`src/rtl/softmax_pkg.sv`:
```
// Shared state encodings, default phase latencies and timer width for the
// softmax phase scheduler.
package softmax_pkg;

  typedef enum logic [3:0] {
    S_IDLE  = 4'd0,
    S_READ  = 4'd1,
    S_EXPO  = 4'd2,
    S_ACC   = 4'd3,
    S_RECI  = 4'd4,
    S_FETCH = 4'd5,
    S_MULT  = 4'd6,
    S_STORE = 4'd7,
    S_DONE  = 4'd8
  } sched_state_e;

  localparam int unsigned DEF_ADDR_W   = 4;
  localparam int unsigned DEF_EXP_LAT  = 4;
  localparam int unsigned DEF_ACC_LAT  = 2;
  localparam int unsigned DEF_RECI_LAT = 8;
  localparam int unsigned DEF_MUL_LAT  = 3;

  localparam int unsigned TMR_W = 16;

  // The timer counts down to zero, so a phase of N cycles loads N-1.
  function automatic logic [TMR_W-1:0] lat_load(input int unsigned lat);
    return TMR_W'(lat - 1);
  endfunction

endpackage

```
`src/rtl/lat_timer.sv`:
```
// Down-counting phase timer: load a value, count to zero, flag the last cycle.
module lat_timer
  import softmax_pkg::*;
(
  input  logic             clk,
  input  logic             rst_n,
  input  logic             load_i,
  input  logic [TMR_W-1:0] load_val_i,
  output logic [TMR_W-1:0] count_o,
  output logic             last_o
);

  logic [TMR_W-1:0] count_q, count_d;

  always_comb begin
    count_d = count_q;
    if (load_i)               count_d = load_val_i;
    else if (count_q != '0)   count_d = count_q - TMR_W'(1);
  end

  always_ff @(posedge clk or negedge rst_n) begin
    if (!rst_n) count_q <= '0;
    else        count_q <= count_d;
  end

  assign count_o = count_q;
  assign last_o  = (count_q == '0);

endmodule

```
`src/rtl/softmax_phase_sched.sv`:
```
// Sequences the exp / accumulate / reciprocal / multiply phases of a softmax
// over len elements, driving RAM and arithmetic-unit strobes as registered outputs.
module softmax_phase_sched
  import softmax_pkg::*;
#(
  parameter int unsigned ADDR_W   = DEF_ADDR_W,
  parameter int unsigned EXP_LAT  = DEF_EXP_LAT,
  parameter int unsigned ACC_LAT  = DEF_ACC_LAT,
  parameter int unsigned RECI_LAT = DEF_RECI_LAT,
  parameter int unsigned MUL_LAT  = DEF_MUL_LAT
) (
  input  logic              clk,
  input  logic              rst_n,
  input  logic              start,
  input  logic [ADDR_W:0]   len,
  input  logic              abort,
  output logic              busy,
  output logic              done,
  output logic              ram1_rd_en,
  output logic [ADDR_W-1:0] ram1_addr,
  output logic              ram2_wr_en,
  output logic [ADDR_W-1:0] ram2_wr_addr,
  output logic              acc_clr,
  output logic              acc_en,
  output logic              reci_start,
  output logic              ram2_rd_en,
  output logic [ADDR_W-1:0] ram2_rd_addr,
  output logic              ram3_wr_en,
  output logic [ADDR_W-1:0] ram3_addr,
  output logic [3:0]        sched_state
);

  localparam logic [ADDR_W:0]   LEN_ONE = 1;
  localparam logic [ADDR_W-1:0] IDX_ONE = 1;
  localparam logic [TMR_W-1:0]  CNT_ONE = 1;

  sched_state_e      state_q;
  logic [ADDR_W:0]   len_q;
  logic [ADDR_W-1:0] i_q, j_q;
  logic              busy_q, done_q, acc_clr_q, acc_en_q, reci_start_q;
  logic              ram1_rd_en_q, ram2_wr_en_q, ram2_rd_en_q, ram3_wr_en_q;
  logic [ADDR_W-1:0] ram1_addr_q, ram2_wr_addr_q, ram2_rd_addr_q, ram3_addr_q;

  logic              tmr_load, tmr_last;
  logic [TMR_W-1:0]  tmr_val, tmr_cnt;
  logic              aborting, i_last, j_last;

  // Compare against len-1 so len = 2^ADDR_W never needs an index wrap.
  assign i_last   = ({1'b0, i_q} == len_q - LEN_ONE);
  assign j_last   = ({1'b0, j_q} == len_q - LEN_ONE);
  assign aborting = abort && (state_q != S_IDLE);

  // NOTE: every always_comb output gets a default first, so no path leaves it unassigned and infers a latch.
  always_comb begin
    tmr_load = 1'b0;
    tmr_val  = '0;
    if (!aborting) begin
      case (state_q)
        S_READ:  begin tmr_load = 1'b1; tmr_val = lat_load(EXP_LAT); end
        S_EXPO:  if (tmr_last) begin tmr_load = 1'b1; tmr_val = lat_load(ACC_LAT); end
        S_ACC:   if (tmr_last && i_last) begin tmr_load = 1'b1; tmr_val = lat_load(RECI_LAT); end
        S_FETCH: begin tmr_load = 1'b1; tmr_val = lat_load(MUL_LAT); end
        default: ;
      endcase
    end
  end

  lat_timer u_timer (
    .clk        (clk),
    .rst_n      (rst_n),
    .load_i     (tmr_load),
    .load_val_i (tmr_val),
    .count_o    (tmr_cnt),
    .last_o     (tmr_last)
  );

  // NOTE: sequential state uses non-blocking assignments so every register samples pre-edge values.
  always_ff @(posedge clk or negedge rst_n) begin
    if (!rst_n) begin
      state_q        <= S_IDLE;
      len_q          <= '0;
      i_q            <= '0;
      j_q            <= '0;
      busy_q         <= 1'b0;
      done_q         <= 1'b0;
      acc_clr_q      <= 1'b0;
      acc_en_q       <= 1'b0;
      reci_start_q   <= 1'b0;
      ram1_rd_en_q   <= 1'b0;
      ram2_wr_en_q   <= 1'b0;
      ram2_rd_en_q   <= 1'b0;
      ram3_wr_en_q   <= 1'b0;
      ram1_addr_q    <= '0;
      ram2_wr_addr_q <= '0;
      ram2_rd_addr_q <= '0;
      ram3_addr_q    <= '0;
    end else begin
      // Strobes are single-cycle; addresses hold their last value.
      done_q       <= 1'b0;
      acc_clr_q    <= 1'b0;
      acc_en_q     <= 1'b0;
      reci_start_q <= 1'b0;
      ram1_rd_en_q <= 1'b0;
      ram2_wr_en_q <= 1'b0;
      ram2_rd_en_q <= 1'b0;
      ram3_wr_en_q <= 1'b0;
      if (aborting) begin
        state_q <= S_IDLE;
        busy_q  <= 1'b0;
      end else begin
        case (state_q)
          S_IDLE: if (start) begin
            busy_q <= 1'b1;
            if (len != '0) begin
              len_q        <= len;
              i_q          <= '0;
              j_q          <= '0;
              acc_clr_q    <= 1'b1;
              ram1_rd_en_q <= 1'b1;
              ram1_addr_q  <= '0;
              state_q      <= S_READ;
            end else begin
              done_q  <= 1'b1;
              state_q <= S_DONE;
            end
          end
          S_READ: begin
            ram2_wr_en_q   <= (EXP_LAT == 1);
            ram2_wr_addr_q <= i_q;
            state_q        <= S_EXPO;
          end
          S_EXPO: if (tmr_last) begin
            acc_en_q <= 1'b1;
            state_q  <= S_ACC;
          end else if (tmr_cnt == CNT_ONE) begin
            ram2_wr_en_q   <= 1'b1;
            ram2_wr_addr_q <= i_q;
          end
          S_ACC: if (tmr_last) begin
            if (i_last) begin
              reci_start_q <= 1'b1;
              state_q      <= S_RECI;
            end else begin
              i_q          <= i_q + IDX_ONE;
              ram1_rd_en_q <= 1'b1;
              ram1_addr_q  <= i_q + IDX_ONE;
              state_q      <= S_READ;
            end
          end
          S_RECI: if (tmr_last) begin
            j_q            <= '0;
            ram2_rd_en_q   <= 1'b1;
            ram2_rd_addr_q <= '0;
            state_q        <= S_FETCH;
          end
          S_FETCH: state_q <= S_MULT;
          S_MULT: if (tmr_last) begin
            ram3_wr_en_q <= 1'b1;
            ram3_addr_q  <= j_q;
            state_q      <= S_STORE;
          end
          S_STORE: if (j_last) begin
            done_q  <= 1'b1;
            state_q <= S_DONE;
          end else begin
            j_q            <= j_q + IDX_ONE;
            ram2_rd_en_q   <= 1'b1;
            ram2_rd_addr_q <= j_q + IDX_ONE;
            state_q        <= S_FETCH;
          end
          default: begin
            busy_q  <= 1'b0;
            state_q <= S_IDLE;
          end
        endcase
      end
    end
  end

  assign busy         = busy_q;
  assign done         = done_q;
  assign acc_clr      = acc_clr_q;
  assign acc_en       = acc_en_q;
  assign reci_start   = reci_start_q;
  assign ram1_rd_en   = ram1_rd_en_q;
  assign ram1_addr    = ram1_addr_q;
  assign ram2_wr_en   = ram2_wr_en_q;
  assign ram2_wr_addr = ram2_wr_addr_q;
  assign ram2_rd_en   = ram2_rd_en_q;
  assign ram2_rd_addr = ram2_rd_addr_q;
  assign ram3_wr_en   = ram3_wr_en_q;
  assign ram3_addr    = ram3_addr_q;
  assign sched_state  = state_q;

endmodule

```
`config.mk`:
```
export PLATFORM = sky130hd
export DESIGN_NAME = softmax_phase_sched
export DESIGN_NICKNAME = d
export VERILOG_FILES = /design/src/rtl/softmax_pkg.sv /design/src/rtl/lat_timer.sv /design/src/rtl/softmax_phase_sched.sv
export SDC_FILE = /design/constraint.sdc
export NUM_CORES = 1
export LEC_CHECK = 0
export CORE_MARGIN = 3
export CORE_UTILIZATION = 37
export CTS_BUF_LIST = sky130_fd_sc_hd__clkbuf_4 sky130_fd_sc_hd__clkbuf_8 sky130_fd_sc_hd__clkbuf_16
export DETAILED_ROUTE_END_ITERATION = 10
export PLACE_DENSITY = 0.66
export SLEW_MARGIN = 20
export SYNTH_ARGS = -nofsm -noshare
export SYNTH_HDL_FRONTEND = slang
export SYNTH_SLANG_ARGS = --single-unit
```
`constraint.sdc`:
```
create_clock -name clk -period 2.8 [get_ports clk]
set_input_delay 0.56 -clock clk [delete_from_list [all_inputs] [get_ports clk]]
set_output_delay 0.56 -clock clk [all_outputs]
set_load 0.1 [all_outputs]
```
After elaboration in Yosys (flattened, before gate mapping)

Index checks and enable logic that the tools add are counted.

Register bits after elaboration: 54
Input port bits: 9
Output and inout port bits: 29
Logic and storage cells: 131

Add/subtract/negate cells: 4
Equality and inequality tests: 24
Muxes and demuxes: 63
Bitwise operators: 1
Reduce and logical (&&, ||, !) cells: 22

Operator list:

| cell                  | number |
|---|---|
| $mux 4                | 16 |
| $mux 16               | 2 |
| $pmux 4 s8            | 1 |
| $mux 1                | 31 |
| $pmux 4 s2            | 3 |
| $eq 16x1->1 const B   | 1 |
| $eq 4x3->1 const B    | 4 |
| $logic_not 16->1      | 1 |
| $ne 2x2->1 const B    | 8 |
| $reduce_bool 16->1    | 1 |
| $sub 16x1->16 const B | 1 |
| $ne 3x3->1 const B    | 5 |
| $pmux 3 s4            | 1 |
| $pmux 4 s3            | 1 |
| $reduce_and 4->1      | 3 |
| $reduce_and 6->1      | 2 |
| $eq 4x5->1            | 2 |
| $mux 3                | 3 |
| $add 4x1->4 const B   | 2 |
| $eq 4x2->1 const B    | 2 |
| $pmux 1 s2            | 4 |
| $reduce_bool 2->1     | 4 |
| $reduce_or 7->1       | 1 |
| $reduce_and 5->1      | 1 |
| other kinds (13)      | 14 |

Depth between registers and ports, before layout

Word-level depth: 7
Mapped depth: 8

Cells and area by module

A second synthesis with hierarchy kept.

Cells, all modules: 323
Area, all modules: 3,094.2 µm²

Modules (own cells, without submodules):

| module              | times used | cells each | area an instance (µm²) | seq. area each (µm²) |
|---|---|---|---|---|
| softmax_phase_sched | 1          | 219        | 2,088.3                | 950.9 |
| lat_timer           | 1          | 104        | 1,006.0                | 400.4 |

Worst setup path before layout

No wires, ideal clock.

Kind: flip-flop to flip-flop
Start point: reg state_q[1] (netlist: sched_state[1])
End point: reg ram2_wr_addr_q[0] (netlist: ram2_wr_addr[0])
Library setup time: 0.127 ns
Data arrival time: 2.653 ns
Data required time: 2.673 ns
Path slack: 0.020 ns
Stages on the path, launching flop included: 6
Path buffers: 1
Clock period less this slack: 2.780 ns
Path through: dfrtp_1 -> nor4_1 -> and2b_2 -> clkbuf_1 -> a221o_2 -> mux2_4

Longest elaborated chain between the ends: 4
Elaborated cells on any way between the ends: 10
Those cells by class: 4 x eq/ne; 1 x mux; 1 x bitwise; 4 x reduce/logical

RTL lines:

| what                                                               | RTL line                   | RTL |
|---|---|---|
| start: declaration                                                 | softmax_phase_sched.sv:37  | `sched_state_e state_q;` |
| start signal: assignment                                           | softmax_phase_sched.sv:80  | `state_q <= S_IDLE;` |
| start signal: assignment                                           | softmax_phase_sched.sv:108 | `state_q <= S_IDLE;` |
| start signal: assignment                                           | softmax_phase_sched.sv:121 | `state_q <= S_READ;` |
| parallel branches: the longest is 4 deep, another holds $eq 4x2->1 | --                         |  |
| end signal: assignment                                             | softmax_phase_sched.sv:129 | `ram2_wr_addr_q <= i_q;` |
| end signal: assignment                                             | softmax_phase_sched.sv:137 | `ram2_wr_addr_q <= i_q;` |
| end: declaration                                                   | softmax_phase_sched.sv:42  | `logic [ADDR_W-1:0] ram1_addr_q, ram2_wr_addr_q, ram2_rd_addr_q, ram3_addr_q;` |

Several ways; the timed one is not identified.
A chain may end at the register's enable or synchronous reset.

Final worst setup path

Start point: reg u_timer.count_q[5] (netlist: u_timer.count_o[5])
End point: reg ram2_wr_addr_q[3] (netlist: ram2_wr_addr[3])

Longest elaborated chain between the ends: 3
Elaborated cells on any way between the ends: 5
Those cells by class: 3 x eq/ne; 2 x reduce/logical

RTL lines:

| what                                            | RTL line                                    | RTL |
|---|---|---|
| start: declaration                              | lat_timer.sv:13                             | `logic [TMR_W-1:0] count_q, count_d;` |
| start signal: assignment                        | lat_timer.sv:23                             | `else count_q <= count_d;` |
| $eq 16x1->1 or $logic_not 16->1 (tied branches) | softmax_phase_sched.sv:135, lat_timer.sv:27 |  |
| $ne 2x2->1 (no line)                            | --                                          |  |
| $reduce_and 4->1 (no line) *                    | --                                          |  |

Every way passes the cells marked *; elsewhere a longest branch is shown, timed or not.

==> results_dict.tcl <==
set metrics [dict create \
    clock_latency_ns 0.31 \
    switching_power_mw 1.53 \
    ys_async_sr_fraction_pct 100 \
    die_y_um 96.0 \
    setup_violations 0 \
    post_cts_resized 0 \
    reg2reg_from "u_timer.count_o[5]" \
    initial_core_util_pct 38.4 \
    drc 0 \
    synth_area_per_cell_um2 9.96 \
    clk_pin_slew_ns 0.10 \
    antenna_found_initial 0 \
    max_freq_mhz 378 \
    ios 38 \
    drive_above_1_share_pct 20.8 \
    crit_path_end_kind "flip-flop" \
    finalCriticalPeriod_ns 2.65 \
    rsz0062_at_grt "no" \
    syn_area_mm2 0.00300 \
    tns_ns 0 \
    pre_cts_ws_ns 0.149 \
    clockBufferDepth 2 \
    first_pass_iters 4 \
    hold_path.class "input pin to asynchronous set/reset pin" \
    core_mm2 0.00781 \
    powerDensity_mw_per_mm2 965 \
    place_inst 445 \
    drv_slew 0 \
    startpoint "u_timer.count_o[5]" \
    ys.flop_type "dfrtp_1" \
    cp-start-kind "flip-flop" \
    ir_drop_mv 0.399 \
    clock_sinks 54 \
    via_count 2488 \
    yosysWarnings 0 \
    routed_wl_um 7050 \
    worstPathRequired_ns 3.00 \
    vias_per_cell 5.49 \
    cap_violations 0 \
    place_congestion 0.811 \
    post_drt_wl_per_cell_um 15.6 \
    pwr-share-clk_pct 18.2 \
    synth_cell_types 55 \
    multiInputGateArea_mm2 0.00154 \
    grt_pass1_vias 2384 \
    postCtsSetupBuffers 0 \
    max_slew_margin_pct 36.3 \
    worst_slack_ns 0.152 \
    diodes 0 \
    grt_max_degree 43 \
    finalNetCount 365 \
    dieArea_mm2 0.00922 \
    synthCells 301 \
    crit_arrival_ns 2.85 \
    fin_worst_skew_ns 0.00533 \
    hpwl_um 5150 \
    intPower_mw 1.98 \
    seq_area_mm2 0.00135 \
    row_count 32 \
    syn-num-nets 316 \
    synth_edf_count 0 \
    grt_pass1_wl_um 11900 \
    layout.cells.non_filler 453 \
    ctsRootBufferMaster "clkbuf_8" \
    final_hold_viol_count 0 \
    worstMarginPinSlew_ns 0.956 \
    grtUsageTotal_pct 16.2 \
    holdBufCountCts 0 \
    die_w_um 96.0 \
    drt_iter0_drc 213 \
    cellLeakagePower_nw 1.64 \
    seqPwrFrac_pct 34.4 \
    ant_nets 0 \
    p_comb_share_pct 47.4 \
    synthToLayoutAreaGrowth_pct 21.5 \
    worstPathMaxFanout 4 \
    cts_tree "built" \
    path_class "flip-flop to flip-flop" \
    period_share_pct 94.6 \
    io_buffers 37 \
    ys_seq_area_share_pct 45.1 \
    n_fill_cell 765 \
    cts_buffers 5 \
    h-tree-depth 2 \
    total_power_mw 3.51 \
    status "completed" \
    grt-ovfl-total 0 \
    switching_share_pct 43.7 \
    synth-seq-cells 54 \
]
==> cell families after synthesis <==
group,count (synthesis),share of synthesized area (%)
simple gates,114,21.3
compound gates,66,14.9
flops,54,45.1
buf+inv,27,3.71
xor+xnor,25,8.72
mux,9,3.84
fa+ha+maj,6,2.50
==> registers in the layout, indices dropped and copies added, names as in the netlist <==
signal,count
u_timer.count_o,16
len_q,5
j_q,4
ram1_addr,4
ram2_rd_addr,4
ram2_wr_addr,4
ram3_addr,4
sched_state,4
acc_clr,1
acc_en,1
busy,1
done,1
ram1_rd_en,1
ram2_rd_en,1
ram2_wr_en,1
ram3_wr_en,1
reci_start,1
==> routing by layer <==
metal	share of wire, %	GRT usage (%)	wire length, um	vias to the layer above
met3	5.1	2.50	358	6
met5	0	0	0	-
li1	-	-	-	1211
met2	48	25.8	3350	61
met1	46	23.6	3280	1210
met4	0.89	2.96	63	0
==> final timing paths <==
kind | end | slack [ns] | cells after the start
min in group clk | ram2_rd_addr[0] | 0.49 | 1
hold reg to reg | ram2_rd_addr[0] | 0.49 | 1
setup reg to reg | ram2_wr_addr[3] | 0.15 | 5
hold / removal | ram2_wr_en | 0.40 | 1
max in group asynchronous | sched_state[3] | 1.74 | 2
setup / recovery | ram2_wr_addr[3] | 0.15 | 5
==> worst max-delay path, cell delays in order (launching register included) <==
cell and delay, ns:
dfrtp_1 0.41, or4_4 0.54, or3_1 0.34, or4_4 0.49
a221o_2 0.44, mux2_4 0.32
==> per-stage QoR <==
stage                     utilization, %  instance area, um2  hold slack (ns)
final                               46.6                3640            0.398
after global placement              44.8                3500            0.473
after floorplan                        -                3000            0.264
after global routing                46.6                3640            0.474
after CTS                           46.6                3640            0.426
after detailed placement            44.8                3500            0.474
==> Yosys cell counts, types with 2 or more instances <==
master | n | area, um2
a2111oi_0 | 3 | 26.3
nand4b_1 | 4 | 35.0
a21oi_1 | 26 | 130
o2bb2ai_1 | 5 | 43.8
inv_1 | 12 | 45.0
o21ai_0 | 4 | 20.0
clkbuf_1 | 12 | 45.0
nor4_1 | 7 | 43.8
mux2_4 | 4 | 60.1
and2_1 | 2 | 12.5
nand3_1 | 16 | 80.1
a31oi_1 | 2 | 12.5
o31ai_1 | 5 | 37.5
xor2_1 | 18 | 158
o211ai_1 | 4 | 30.0
xnor2_1 | 4 | 35.0
xnor3_1 | 2 | 45.0
a21boi_0 | 2 | 15.0
dfrtp_1 | 54 | 1350
or3_1 | 5 | 31.3
mux2_2 | 4 | 45.0
nand3b_1 | 2 | 15.0
or4_1 | 5 | 37.5
nor2_1 | 16 | 60.1
nand2_1 | 18 | 67.6
nand4_1 | 9 | 56.3
or4_4 | 2 | 22.5
ha_1 | 6 | 75.1
a21o_1 | 5 | 37.5
nor3b_1 | 2 | 15.0
nor3_1 | 12 | 60.1
nand2b_1 | 6 | 37.5
==> cells in the final DEF, fill, tap and decap left out, types with 5 or more instances in the layout <==
cell / synthesis / routed
xor2_1: 18 / 18
nand2_1: 18 / 18
ha_1: 6 / 6
nor3_1: 12 / 12
or4_1: 5 / 5
nand2b_1: 6 / 6
clkdlybuf4s50_1: 0 / 7
dfrtp_1: 54 / 54
or3_1: 5 / 5
inv_1: 12 / 12
nand3_1: 16 / 16
a21o_1: 5 / 5
o2bb2ai_1: 5 / 5
o31ai_1: 5 / 5
clkbuf_8: 0 / 6
a21oi_1: 26 / 26
nor2_1: 16 / 16
nor4_1: 7 / 7
nand4_1: 9 / 9
buf_4: 1 / 48
==> power groups by stage <==
| stage | registers, mW | logic, mW | clock network, mW |
|---|---|---|---|
| after floorplan | 1.46 | 0.960 | 0 |
| final | 1.21 | 1.66 | 0.639 |
| after detailed placement | 1.22 | 1.65 | 0 |
| after global routing | 1.25 | 1.83 | 0.687 |
| after CTS | 1.21 | 1.66 | 0.651 |
| after global placement | 1.22 | 1.63 | 0 |
==> final cells by class <==
type	instances	area share, %
multi-input cells	220	42.2
clock buffers	6	2.27
clock inverters	2	1.65
inverters	13	1.34
repair buffers	56	12.0
flip-flops and latches	54	37.1
well taps	102	3.51
Note: power is estimated with default switching activity, not from simulation.
